File: config.mk
export PLATFORM = sky130hd
export DESIGN_NAME = systolic_stream_ctrl
export DESIGN_NICKNAME = d
export VERILOG_FILES = /design/src/rtl/systolic_stream_ctrl.sv
export SDC_FILE = /design/constraint.sdc
export NUM_CORES = 1
export LEC_CHECK = 0
export ABC_AREA = 0
export CAP_MARGIN = 10
export CORE_UTILIZATION = 60
export CTS_BUF_LIST = sky130_fd_sc_hd__clkbuf_2
export CTS_CLUSTER_DIAMETER = 50
export DETAILED_ROUTE_END_ITERATION = 6
export DONT_BUFFER_PORTS = 1
export GPL_TIMING_DRIVEN = 1
export MAX_ROUTING_LAYER = met4
export PLACE_DENSITY = 0.73
export SLEW_MARGIN = 0
export SYNTH_ARGS = -nofsm -noshare
export SYNTH_HDL_FRONTEND = slang
export SYNTH_SLANG_ARGS = --single-unit
File: constraint.sdc
create_clock -name clk -period 3.7 [get_ports clk]
set_clock_uncertainty 0.05 [all_clocks]
set_input_delay 0.185 -clock clk [delete_from_list [all_inputs] [get_ports clk]]
set_output_delay 0.185 -clock clk [all_outputs]
set_load 0.01 [all_outputs]
File: src/rtl/systolic_stream_ctrl.sv
// Stream controller for the weight-stationary systolic array: loads weights,
// feeds skewed input lanes, and re-aligns the staggered results into Y vectors.
module systolic_stream_ctrl #(
   parameter int M          = 5,
   parameter int N          = 3,
   parameter int K          = 4,
   parameter int DATA_WIDTH = 8,
   parameter int ARRAY_LAT  = 3
) (
   input  logic                       clk,
   input  logic                       rst,
   input  logic                       start,
   input  logic                       reload_w,
   input  logic                       w_valid,
   output logic                       w_ready,
   input  logic [DATA_WIDTH*K-1:0]    w_row,
   input  logic                       x_valid,
   output logic                       x_ready,
   input  logic [DATA_WIDTH*N-1:0]    x_data,
   output logic [DATA_WIDTH*N*K-1:0]  array_w,
   output logic [DATA_WIDTH*N-1:0]    array_x,
   input  logic [DATA_WIDTH*K-1:0]    array_y,
   output logic                       y_valid,
   output logic [DATA_WIDTH*K-1:0]    y_data,
   output logic                       y_last,
   output logic                       busy,
   output logic                       done,
   output logic [1:0]                 dbg_state
);
   localparam int DW      = DATA_WIDTH;
   localparam int OUT_LAT = ARRAY_LAT + K + 1;
   localparam int CW      = $clog2(M + 1);
   localparam int RW      = (N > 1) ? $clog2(N) : 1;

   typedef enum logic [1:0] {IDLE, LOAD_W, STREAM, DRAIN} state_t;

   state_t             state, state_n;
   logic [RW-1:0]      row_cnt;
   logic [CW-1:0]      acc_cnt;
   logic [CW-1:0]      inflight;
   logic               w_acc, x_acc, x_last;
   logic [OUT_LAT-1:0] vld_sr, last_sr;

   // Handshakes: a transfer happens on a clock edge where valid && ready are
   // both high; ready depends only on state, never on valid.
   assign w_acc     = w_valid && w_ready;
   assign x_acc     = x_valid && x_ready;
   assign x_last    = x_acc && (acc_cnt == CW'(M - 1));
   assign busy      = (state != IDLE);
   assign dbg_state = state;
   assign y_valid   = vld_sr[OUT_LAT-1];
   assign y_last    = last_sr[OUT_LAT-1];

   always_comb begin
      state_n = state;
      w_ready = 1'b0;
      x_ready = 1'b0;
      case (state)
         IDLE:    if (start) state_n = reload_w ? LOAD_W : STREAM;
         LOAD_W: begin
            w_ready = 1'b1;
            if (w_valid && (row_cnt == RW'(N - 1))) state_n = STREAM;
         end
         STREAM: begin
            x_ready = 1'b1;
            if (x_valid && (acc_cnt == CW'(M - 1))) state_n = DRAIN;
         end
         DRAIN:   if (inflight == '0) state_n = IDLE;
         default: state_n = IDLE;
      endcase
   end

   always_ff @(posedge clk) begin
      if (rst) begin
         state    <= IDLE;
         row_cnt  <= '0;
         acc_cnt  <= '0;
         inflight <= '0;
         done     <= 1'b0;
         array_w  <= '0;
         vld_sr   <= '0;
         last_sr  <= '0;
      end else begin
         state   <= state_n;
         // Registered so the pulse lands in the first IDLE cycle.
         done    <= (state == DRAIN) && (inflight == '0);
         vld_sr  <= {vld_sr[OUT_LAT-2:0], x_acc};
         last_sr <= {last_sr[OUT_LAT-2:0], x_last};
         if (state == IDLE) begin
            row_cnt <= '0;
            acc_cnt <= '0;
         end else begin
            if (w_acc) row_cnt <= row_cnt + 1'b1;
            if (x_acc) acc_cnt <= acc_cnt + 1'b1;
         end
         if (x_acc && !y_valid)      inflight <= inflight + 1'b1;
         else if (!x_acc && y_valid) inflight <= inflight - 1'b1;
         for (int r = 0; r < N; r++) begin
            if (w_acc && (row_cnt == RW'(r))) array_w[r*K*DW +: K*DW] <= w_row;
         end
      end
   end

   // Lane i sits behind i+1 registers so the array sees a diagonal wavefront.
   for (genvar i = 0; i < N; i++) begin : g_skew
      logic [DW-1:0] sr [0:i];
      always_ff @(posedge clk) begin
         if (rst) begin
            for (int j = 0; j <= i; j++) sr[j] <= '0;
         end else begin
            sr[0] <= x_acc ? x_data[i*DW +: DW] : '0;
            for (int j = 1; j <= i; j++) sr[j] <= sr[j-1];
         end
      end
      assign array_x[i*DW +: DW] = sr[i];
   end

   // Lane k arrives k cycles late, so it waits K-1-k cycles to line up.
   for (genvar k = 0; k < K; k++) begin : g_deskew
      localparam int D = K - 1 - k;
      logic [DW-1:0] tail;
      logic [DW-1:0] out_q;
      if (D > 0) begin : g_dly
         logic [DW-1:0] dl [0:D-1];
         always_ff @(posedge clk) begin
            if (rst) begin
               for (int j = 0; j < D; j++) dl[j] <= '0;
            end else begin
               dl[0] <= array_y[k*DW +: DW];
               for (int j = 1; j < D; j++) dl[j] <= dl[j-1];
            end
         end
         assign tail = dl[D-1];
      end else begin : g_direct
         assign tail = array_y[k*DW +: DW];
      end
      always_ff @(posedge clk) begin
         if (rst)                     out_q <= '0;
         else if (vld_sr[OUT_LAT-2])  out_q <= tail;
      end
      assign y_data[k*DW +: DW] = out_q;
   end

endmodule

==> out/summary.txt, run 1 <==
Max clock buf depth: 3
synth top area cells: dfxtp_1 (62%), nand2_1 (9.1%), nor2b_1 (6.6%), a21oi_1 (6.1%), mux2i_1 (4.4%)
ys async rst share: 0%
FF+latch count, synth: 251
row count: 42
IO Count: 254
clock sink count: 251
prevailing post-synth register cell: dfxtp_1
Stopped at: clock tree synthesis
EDFF count, synth: 0
Ys Warns: 0
Die X: 119 um
hold buffer count at cts: 211
area leader, netlist: dfxtp_1
Stop Error: [ERROR RSZ-0060] Max buffer count reached.
synth cell count leaders: dfxtp_1 (251), nand2_1 (197), a21oi_1 (99), nor2b_1 (86), mux2i_1 (36)
dpl hpwl: 10000 um
register area share after synthesis: 61.7%
synthesized area: 8150 sq um
Placed Area: 8060 sq um
I/O Buffers: 0
number of H-tree levels: 2
Root Driver: clkbuf_2
Synth Net Count: 952
post_cts resized: 0
Netlist cell types: 25
post-synth top area share: 61.7%
cell with the most instances after synthesis: dfxtp_1
Setup Buffers After CTS: 0
Initial Util: 61.5%
run status: stopped before the end
Placer Congestion: 0.798
Die Y: 119 um
Syn Inst Count: 846
Avg Cell Area, Syn: 9.63 sq um
cts bufs inserted: 57
cells by family after synthesis:
family / count (synthesis) / share of synthesized area (%)
compound gates: 104 / 6.54
simple gates: 359 / 20.3
fa+ha+maj: 12 / 1.93
flops: 251 / 61.7
mux: 36 / 4.42
buf+inv: 79 / 4.56
xor+xnor: 5 / 0.537
per-stage QoR:
step | worst slack [ns] | utilization (%) | hold slack [ns] | std cells
detailed placement | 1.25 | 60.9 | 0.234 | 957
global placement | 1.36 | 60.9 | 0.227 | 957
floorplan | 1.48 | - | 0.257 | 846
==> run 2, diff against run 1 <==
--- a/config.mk
+++ b/config.mk
@@ -7,14 +7,11 @@
 export LEC_CHECK = 0
 export ABC_AREA = 0
 export CAP_MARGIN = 10
-export CORE_UTILIZATION = 60
-export CTS_BUF_LIST = sky130_fd_sc_hd__clkbuf_2
-export CTS_CLUSTER_DIAMETER = 50
+export CORE_UTILIZATION = 40
 export DETAILED_ROUTE_END_ITERATION = 6
 export DONT_BUFFER_PORTS = 1
 export GPL_TIMING_DRIVEN = 1
-export MAX_ROUTING_LAYER = met4
-export PLACE_DENSITY = 0.73
+export PLACE_DENSITY_LB_ADDON = 0.15
 export SLEW_MARGIN = 0
 export SYNTH_ARGS = -nofsm -noshare
 export SYNTH_HDL_FRONTEND = slang
==> run 2 against run 1 <==
The run now ends clean; synthesized area stayed put; synthesized cell count unchanged.
==> out/summary.txt, run 2 <==
run status: completed
largest net degree at the start of global routing: 203
Worst Tran Pin Value: 1.00 ns
Max clock buf depth: 3 (unchanged)
Adder-Cell Fraction of Synth Area: 1.93% (unchanged)
IO Count: 254 (unchanged)
Initial Util: 41.3% (-20 points)
Worst R2R Path Depth: 6
Die X: 145 um (+22%)
FF+latch count, synth: 251 (unchanged)
number of H-tree levels: 1 (-1)
delay-heaviest family, CP: simple AND/OR/NAND/NOR gates
total track usage: 16.3%
clock sink count: 251 (unchanged)
CTS tree: yes
Peak supply drop: 0.000388 V
Hold Vio Cnt, Final: 0
Worst path slowest cell: and3_2
Critical Path Sink: array_w[81]$_SDFFE_PP0P_
CP arrival: 3.05 ns
max layer used: met4
crit path launch type: flip-flop
number of global-route vias before repair: 5412
cell with the most instances after synthesis: dfxtp_1
share of cells above drive strength 1: 5.11%
Crit. End Element: flip-flop
fillers: 1744
drc violations: 0
Synth Area in Compound Gates: 6.54% (unchanged)
core area: 19700 sq um
initial antenna violation count: 1
Netlist cell types: 25 (unchanged)
dpl cells: 1047 (+9.4%)
Root Driver: clkbuf_16
Area Overhead vs Synth: 24.8%
post-synth top area share: 61.7% (unchanged)
Max-Cap Viols: 0
CP bufs+invs: 2
register area share after synthesis: 61.7% (unchanged)
WL final: 18100 um
1st-pass router iterations: 5
Crit Path Class: reg -> reg
crit-path max cell delay: 0.76 ns
metal2 WL: 8920 um
largest family of logic cells by synthesized area: simple AND/OR/NAND/NOR gates
endpoints failing setup: 0
FMAX: 379 MHz
EDFF count, synth: 0 (unchanged)
GRT overflow: 0
hold buffer count at cts: 113 (-46%)
first-pass GRT wire length: 26900 um
mux cell area share after synthesis: 4.42% (unchanged)
Avg Cell Area, Syn: 9.63 sq um (unchanged)
WL met3: 1720 um
row count: 51 (+21%)
Post-Synth Simple-Gate Area: 20.3% (unchanged)
CP required: 4.10 ns
Max-slew headroom: 33.1%
1st-iter DRT viols: 228
area leader, netlist: dfxtp_1
Pwr Density: 581 nW/um^2
dpl hpwl: 10800 um (+8.1%)
cts bufs inserted: 26 (-54%)
Final Critical Period: 2.64 ns
most frequent cells in the layout: dfxtp_1 (250), nand2_1 (197), dlygate4sd3_1 (112)
post-route setup TNS: 0 ns
synth top area cells: dfxtp_1 (62%), nand2_1 (9.1%), nor2b_1 (6.6%), a21oi_1 (6.1%), mux2i_1 (4.4%)
final std cells w/o fill: 1205
largest registers: array_w (96), g_deskew.g_dly.dl (48), g_skew.sr (48)
clock-pin slew on the worst setup and hold paths: 0.06 ns
prevailing post-synth register cell: dfxtp_1
stages on the worst setup path: 6
R2R Setup Slk: 1.06 ns
routed len/inst: 15.0 um
vias per cell: 4.74
post_cts resized: 0 (unchanged)
Reg-to-Reg Start: dbg_state[1]$_SDFFE_PP0P_
RSZ-0062 raised after global routing: no
Fin Hold WS: 0.0667 ns
max reg flops: 96
Placer Congestion: 0.681 (-15%)
worst path cell trace: inv_1, ha_1, and3_2, nand2_1, a21oi_1, dlygate4sd3_1
ys async rst share: 0% (unchanged)
synthesized area: 8150 sq um (unchanged)
commonest non-fill, non-tap cell in the layout: dfxtp_1
Syn Inst Count: 846 (unchanged)
Max FO, Critical Path: 32
Ys Warns: 0 (unchanged)
die outline area: 20900 sq um
worst skew pair latency: 0.51 ns
detailed-route via count: 5709
I/O Buffers: 0 (unchanged)
Core Util, Final: 51.6%
Antenna Nets Post-Route: 0
CP startpoint: dbg_state[1]$_SDFFE_PP0P_
synth cell count leaders: dfxtp_1 (251), nand2_1 (197), a21oi_1 (99), nor2b_1 (86), mux2i_1 (36)
Routed met1 length: 6970 um
xor/xnor cell area share of the yosys netlist: 0.537% (unchanged)
Leakage: 0.00379 uW
largest reg by FF count: array_w
final slew viol count: 0
Die Y: 145 um (+22%)
nets@finish: 1029
Setup Buffers After CTS: 0 (unchanged)
crit share post-route: 71.4%
reg2reg end: array_w[81]$_SDFFE_PP0P_
worst min path class: in -> reg
Synth Net Count: 952 (unchanged)
-- run 2: cell counts after synthesis --
Identical to the previous run, type by type.
-- run 2: how the worst min path moves through the flow --
stage | start | to | slack [ns] | depth (start not counted)
after detailed placement | rst | g_deskew[0].out_q[2]$_SDFFE_PP0P_ | 0.23 | 1
after global routing | start | dbg_state[0]$_SDFFE_PP0P_ | 0.08 | 4
final | x_valid | dbg_state[1]$_SDFFE_PP0P_ | 0.07 | 4
after CTS | x_valid | dbg_state[1]$_SDFFE_PP0P_ | 0.04 | 4
after global placement | rst | g_deskew[0].out_q[3]$_SDFFE_PP0P_ | 0.22 | 1
after floorplan | x_data[0] | g_skew[0].sr[0][0]$_SDFF_PP0_ | 0.26 | 1
-- run 2: final cells by class --
class / count / area [sq um] / area share [%]
Tap cell: 265 / 332 / 3.26
Antenna cell: 1 / 2.50 / 0.0246
Clock inverter: 6 / 70.1 / 0.689
Sequential cell: 251 / 5030 / 49.4
Clock buffer: 38 / 766 / 7.53
Multi-Input combinational cell: 516 / 2750 / 27.1
Timing Repair Buffer: 117 / 1180 / 11.6
Inverter: 11 / 41.3 / 0.406
-- run 2: power by group --
part	switching (uW)	total (uW)	internal (uW)
sequential	96.6	2910	2810
clock	998	2490	1500
combinational	285	505	219
total	1380	5910	4530
-- run 2: per-layer routing --
metal | track usage (%) | vias up
li1 | - | 2819
met1 | 18.4 | 2625
met2 | 28.4 | 233
met3 | 5.26 | 32
met4 | 6.26 | 0
met5 | 0 | -
-- run 2: stage by stage --
stage / cell area, sq um / setup slack [ns] / total power, uW
CTS: 10200 / 1.05 / 5990
global route: 10200 / 0.908 / 6190
global placement: 8180 / 1.34 / 3320
finish: 10200 / 1.06 / 5910
floorplan: 8150 / 1.48 / 3280
detailed placement: 8180 / 1.24 / 3350
-- run 2: worst reg2reg max path: cells and delay by family, from the launching register on --
family	cells	cell delay, ns
AOI/OAI and AO/OA	1	0.14
adders and majority gates	1	0.41
buffers and inverters	2	0.70
DFF	1	0.39
and+or+nand+nor	2	0.90
-- run 2: logic make-up (layout without fill, tap and decap cells) --
group / count (synthesis) / count (layout)
simple gates: 359 / 359
flops: 251 / 251
compound gates: 104 / 104
buf+inv: 79 / 172
mux: 36 / 36
fa+ha+maj: 12 / 12
xor+xnor: 5 / 5
other cells: 0 / 1
Power figures use the tool's default switching activity.
==> run 3, diff against run 2 <==
--- a/config.mk
+++ b/config.mk
@@ -5,7 +5,7 @@
 export SDC_FILE = /design/constraint.sdc
 export NUM_CORES = 1
 export LEC_CHECK = 0
-export ABC_AREA = 0
+export ABC_AREA = 1
 export CAP_MARGIN = 10
 export CORE_UTILIZATION = 40
 export DETAILED_ROUTE_END_ITERATION = 6
==> constraint.sdc (replaced) <==
create_clock -name clk -period 2.6 [get_ports clk]
set_clock_uncertainty 0.05 [all_clocks]
set_input_delay 0.13 -clock clk [delete_from_list [all_inputs] [get_ports clk]]
set_output_delay 0.13 -clock clk [all_outputs]
set_load 0.01 [all_outputs]
==> run 3 against run 2 <==
Combinational power rose by 88%; largest power group unchanged; synthesized area is 4.0% higher; worst hold slack lost 0.047 ns; first-iteration DRC count rose by 25%; final cell count is 16% higher; sequential share of layout area fell by 2.2 points.
==> out/summary.txt, run 3 <==
ys async rst share: 0% (unchanged)
CP arrival: 2.83 ns (-0.22 ns)
Ys Warns: 0 (unchanged)
Leakage: 0.00442 uW (+17%)
cell with the most instances after synthesis: dfxtp_1
Hold Path End: dbg_state[1]$_SDFFE_PP0P_
Max FO, Critical Path: 92 (+190%)
Reg-to-Reg Start: dbg_state[1]$_SDFFE_PP0P_
Adder-Cell Fraction of Synth Area: 1.86% (-0.075 points)
commonest non-fill, non-tap cell in the layout: dfxtp_1
crit path launch type: flip-flop
Peak supply drop: 0.000462 V (+19%)
Post-Synth Simple-Gate Area: 19.7% (-0.64 points)
CP required: 3.02 ns (-1.08 ns)
R2R Setup Slk: 0.19 ns (-0.87 ns)
Crit Path Class: reg -> reg
worst skew pair latency: 0.52 ns (about the same)
initial antenna violation count: 0 (-1)
Max clock buf depth: 3 (unchanged)
Antenna Nets Post-Route: 0 (unchanged)
IO Count: 254 (unchanged)
Syn Inst Count: 1023 (+21%)
Synth Area in Compound Gates: 8.39% (+1.8 points)
Synth Net Count: 1129 (+19%)
synth cell count leaders: dfxtp_1 (251), nor2_1 (189), inv_1 (128), nand2_1 (122), a21oi_1 (101)
cts bufs inserted: 27 (+3.8%)
largest net degree at the start of global routing: 138 (-32%)
xor/xnor cell area share of the yosys netlist: 0% (-0.54 points)
synth top area cells: dfxtp_1 (59%), nor2_1 (8.4%), a21oi_1 (6.0%), nand3_1 (5.8%), inv_1 (5.7%)
Hold Vio Cnt, Final: 0 (unchanged)
Fin Hold WS: 0.0200 ns (-0.0467 ns)
Die Y: 148 um (+2.0%)
hold path cells: 5 (+1)
die outline area: 21800 sq um (+4.0%)
Core Util, Final: 51.9% (+0.35 points)
reg2reg end: array_w[32]$_SDFFE_PP0P_
synthesized area: 8480 sq um (+4.0%)
Root Driver: clkbuf_16
max reg flops: 96 (unchanged)
Worst R2R Path Depth: 8 (+2)
post-synth top area share: 59.3% (-2.4 points)
routed len/inst: 14.8 um (-1.2%)
register area share after synthesis: 59.3% (-2.4 points)
1st-pass router iterations: 6 (+1)
final slew viol count: 0 (unchanged)
RSZ-0062 raised after global routing: no
mux cell area share after synthesis: 0% (-4.4 points)
crit share post-route: 92.7% (+21 points)
WL final: 20800 um (+15%)
clock-pin slew on the worst setup and hold paths: 0.06 ns (about the same)
1st-iter DRT viols: 285 (+25%)
post-route setup TNS: 0 ns (unchanged)
Pwr Density: 823 nW/um^2 (+42%)
largest family of logic cells by synthesized area: simple AND/OR/NAND/NOR gates
I/O Buffers: 0 (unchanged)
row count: 52 (+2.0%)
Netlist cell types: 21 (-16%)
Crit. End Element: flip-flop
vias per cell: 4.67 (-1.4%)
Final Critical Period: 2.41 ns (-0.232 ns)
detailed-route via count: 6541 (+15%)
share of cells above drive strength 1: 5.22% (+0.11 points)
worst min path class: in -> reg
dpl hpwl: 12000 um (+11%)
Placer Congestion: 0.791 (+16%)
prevailing post-synth register cell: dfxtp_1
run status: completed
Max-slew headroom: 54.6% (+22 points)
first-pass GRT wire length: 32700 um (+22%)
GRT overflow: 0 (unchanged)
Setup Buffers After CTS: 0 (unchanged)
total track usage: 18.6% (+2.4 points)
drc violations: 0 (unchanged)
most frequent cells in the layout: dfxtp_1 (251), nor2_1 (189), inv_1 (128)
CTS tree: yes
nets@finish: 1218 (+18%)
Area Overhead vs Synth: 25.6%
EDFF count, synth: 0 (unchanged)
Avg Cell Area, Syn: 8.29 sq um (-14%)
area leader, netlist: dfxtp_1
endpoints failing setup: 0 (unchanged)
Die X: 148 um (+2.0%)
core area: 20500 sq um (+3.9%)
largest reg by FF count: array_w
clock sink count: 251 (unchanged)
Initial Util: 41.4% (about the same)
FMAX: 415 MHz (+9.6%)
antenna cells: 0 (-1)
number of H-tree levels: 1 (unchanged)
FF+latch count, synth: 251 (unchanged)
number of global-route vias before repair: 6322 (+17%)
Worst Tran Pin Value: 0.680 ns (-0.323 ns)
fillers: 1945 (+12%)
Max-Cap Viols: 0 (unchanged)
HP Start: x_valid
largest registers: array_w (96), g_deskew.g_dly.dl (48), g_skew.sr (48)
[run 3: layout make-up]
| cell class | instances | area, sq um | area share (%) |
|---|---|---|---|
| timing repair buffer | 139 | 1390 | 13.1 |
| multi-input combinational | 563 | 2540 | 23.9 |
| clock inverter | 7 | 68.8 | 0.647 |
| inverter | 130 | 488 | 4.59 |
| tap | 270 | 338 | 3.17 |
| sequential | 251 | 5020 | 47.2 |
| clock buffer | 40 | 795 | 7.47 |
[run 3: timing repair]
item | CTS | global route
hold endpoints to repair | 223 | 2
resized for setup | 0 | 0
hold buffers | 125 | 1
[run 3: kinds of logic (layout without fill, tap and decap cells)]
family | after synthesis | count (layout)
flip-flops | 251 | 251
adder cells (fa/ha/maj) | 12 | 12
AND/OR/NAND/NOR | 411 | 411
buffers and inverters | 209 | 316
AO/OA/AOI/OAI | 140 | 140
[run 3: critical path, stage by stage (launching register included)]
cell,delay (ns)
dfxtp_1,0.38
inv_1,0.15
ha_1,0.30
nand2_2,0.13
inv_2,0.17
buf_12,0.34
nand3_1,0.11
a21oi_1,0.15
dlygate4sd3_1,0.55
[run 3: worst max-delay path by stage]
stage               slack (ns)                       end                 startpoint  cells after the start
floorplan                 0.62  inflight[2]$_SDFFE_PP0P_  dbg_state[0]$_SDFFE_PP0P_                     12
global placement          0.56  inflight[2]$_SDFFE_PP0P_  dbg_state[0]$_SDFFE_PP0P_                     12
detailed placement        0.52  inflight[2]$_SDFFE_PP0P_  dbg_state[0]$_SDFFE_PP0P_                     12
CTS                       0.20  array_w[32]$_SDFFE_PP0P_  dbg_state[1]$_SDFFE_PP0P_                      8
global route              0.05  array_w[32]$_SDFFE_PP0P_  dbg_state[1]$_SDFFE_PP0P_                      8
finish                    0.19  array_w[32]$_SDFFE_PP0P_  dbg_state[1]$_SDFFE_PP0P_                      8
[run 3: metal layers]
metal / GRT usage, % / vias up / wire [um]
li1: - / 3327 / -
met1: 21.5 / 2935 / 8210
met2: 31.3 / 224 / 9680
met3: 6.27 / 55 / 1980
met4: 8.20 / 0 / 899
met5: 0 / - / 0
[run 3: where the power goes]
group	total, uW	internal, uW	switching, uW
Combinational	951	354	596
Clock	3660	2200	1460
Sequential	4150	4010	143
Total	8760	6560	2200
[run 3: metrics by stage]
stage	instance area (sq um)	setup WS [ns]	power (uW)	std cells
floorplan	8480	0.616	4870	1023
global placement	8500	0.556	4990	1227
detailed placement	8500	0.517	4990	1227
CTS	10600	0.204	8880	1399
global route	10600	0.0517	9160	1400
finish	10600	0.191	8760	1400
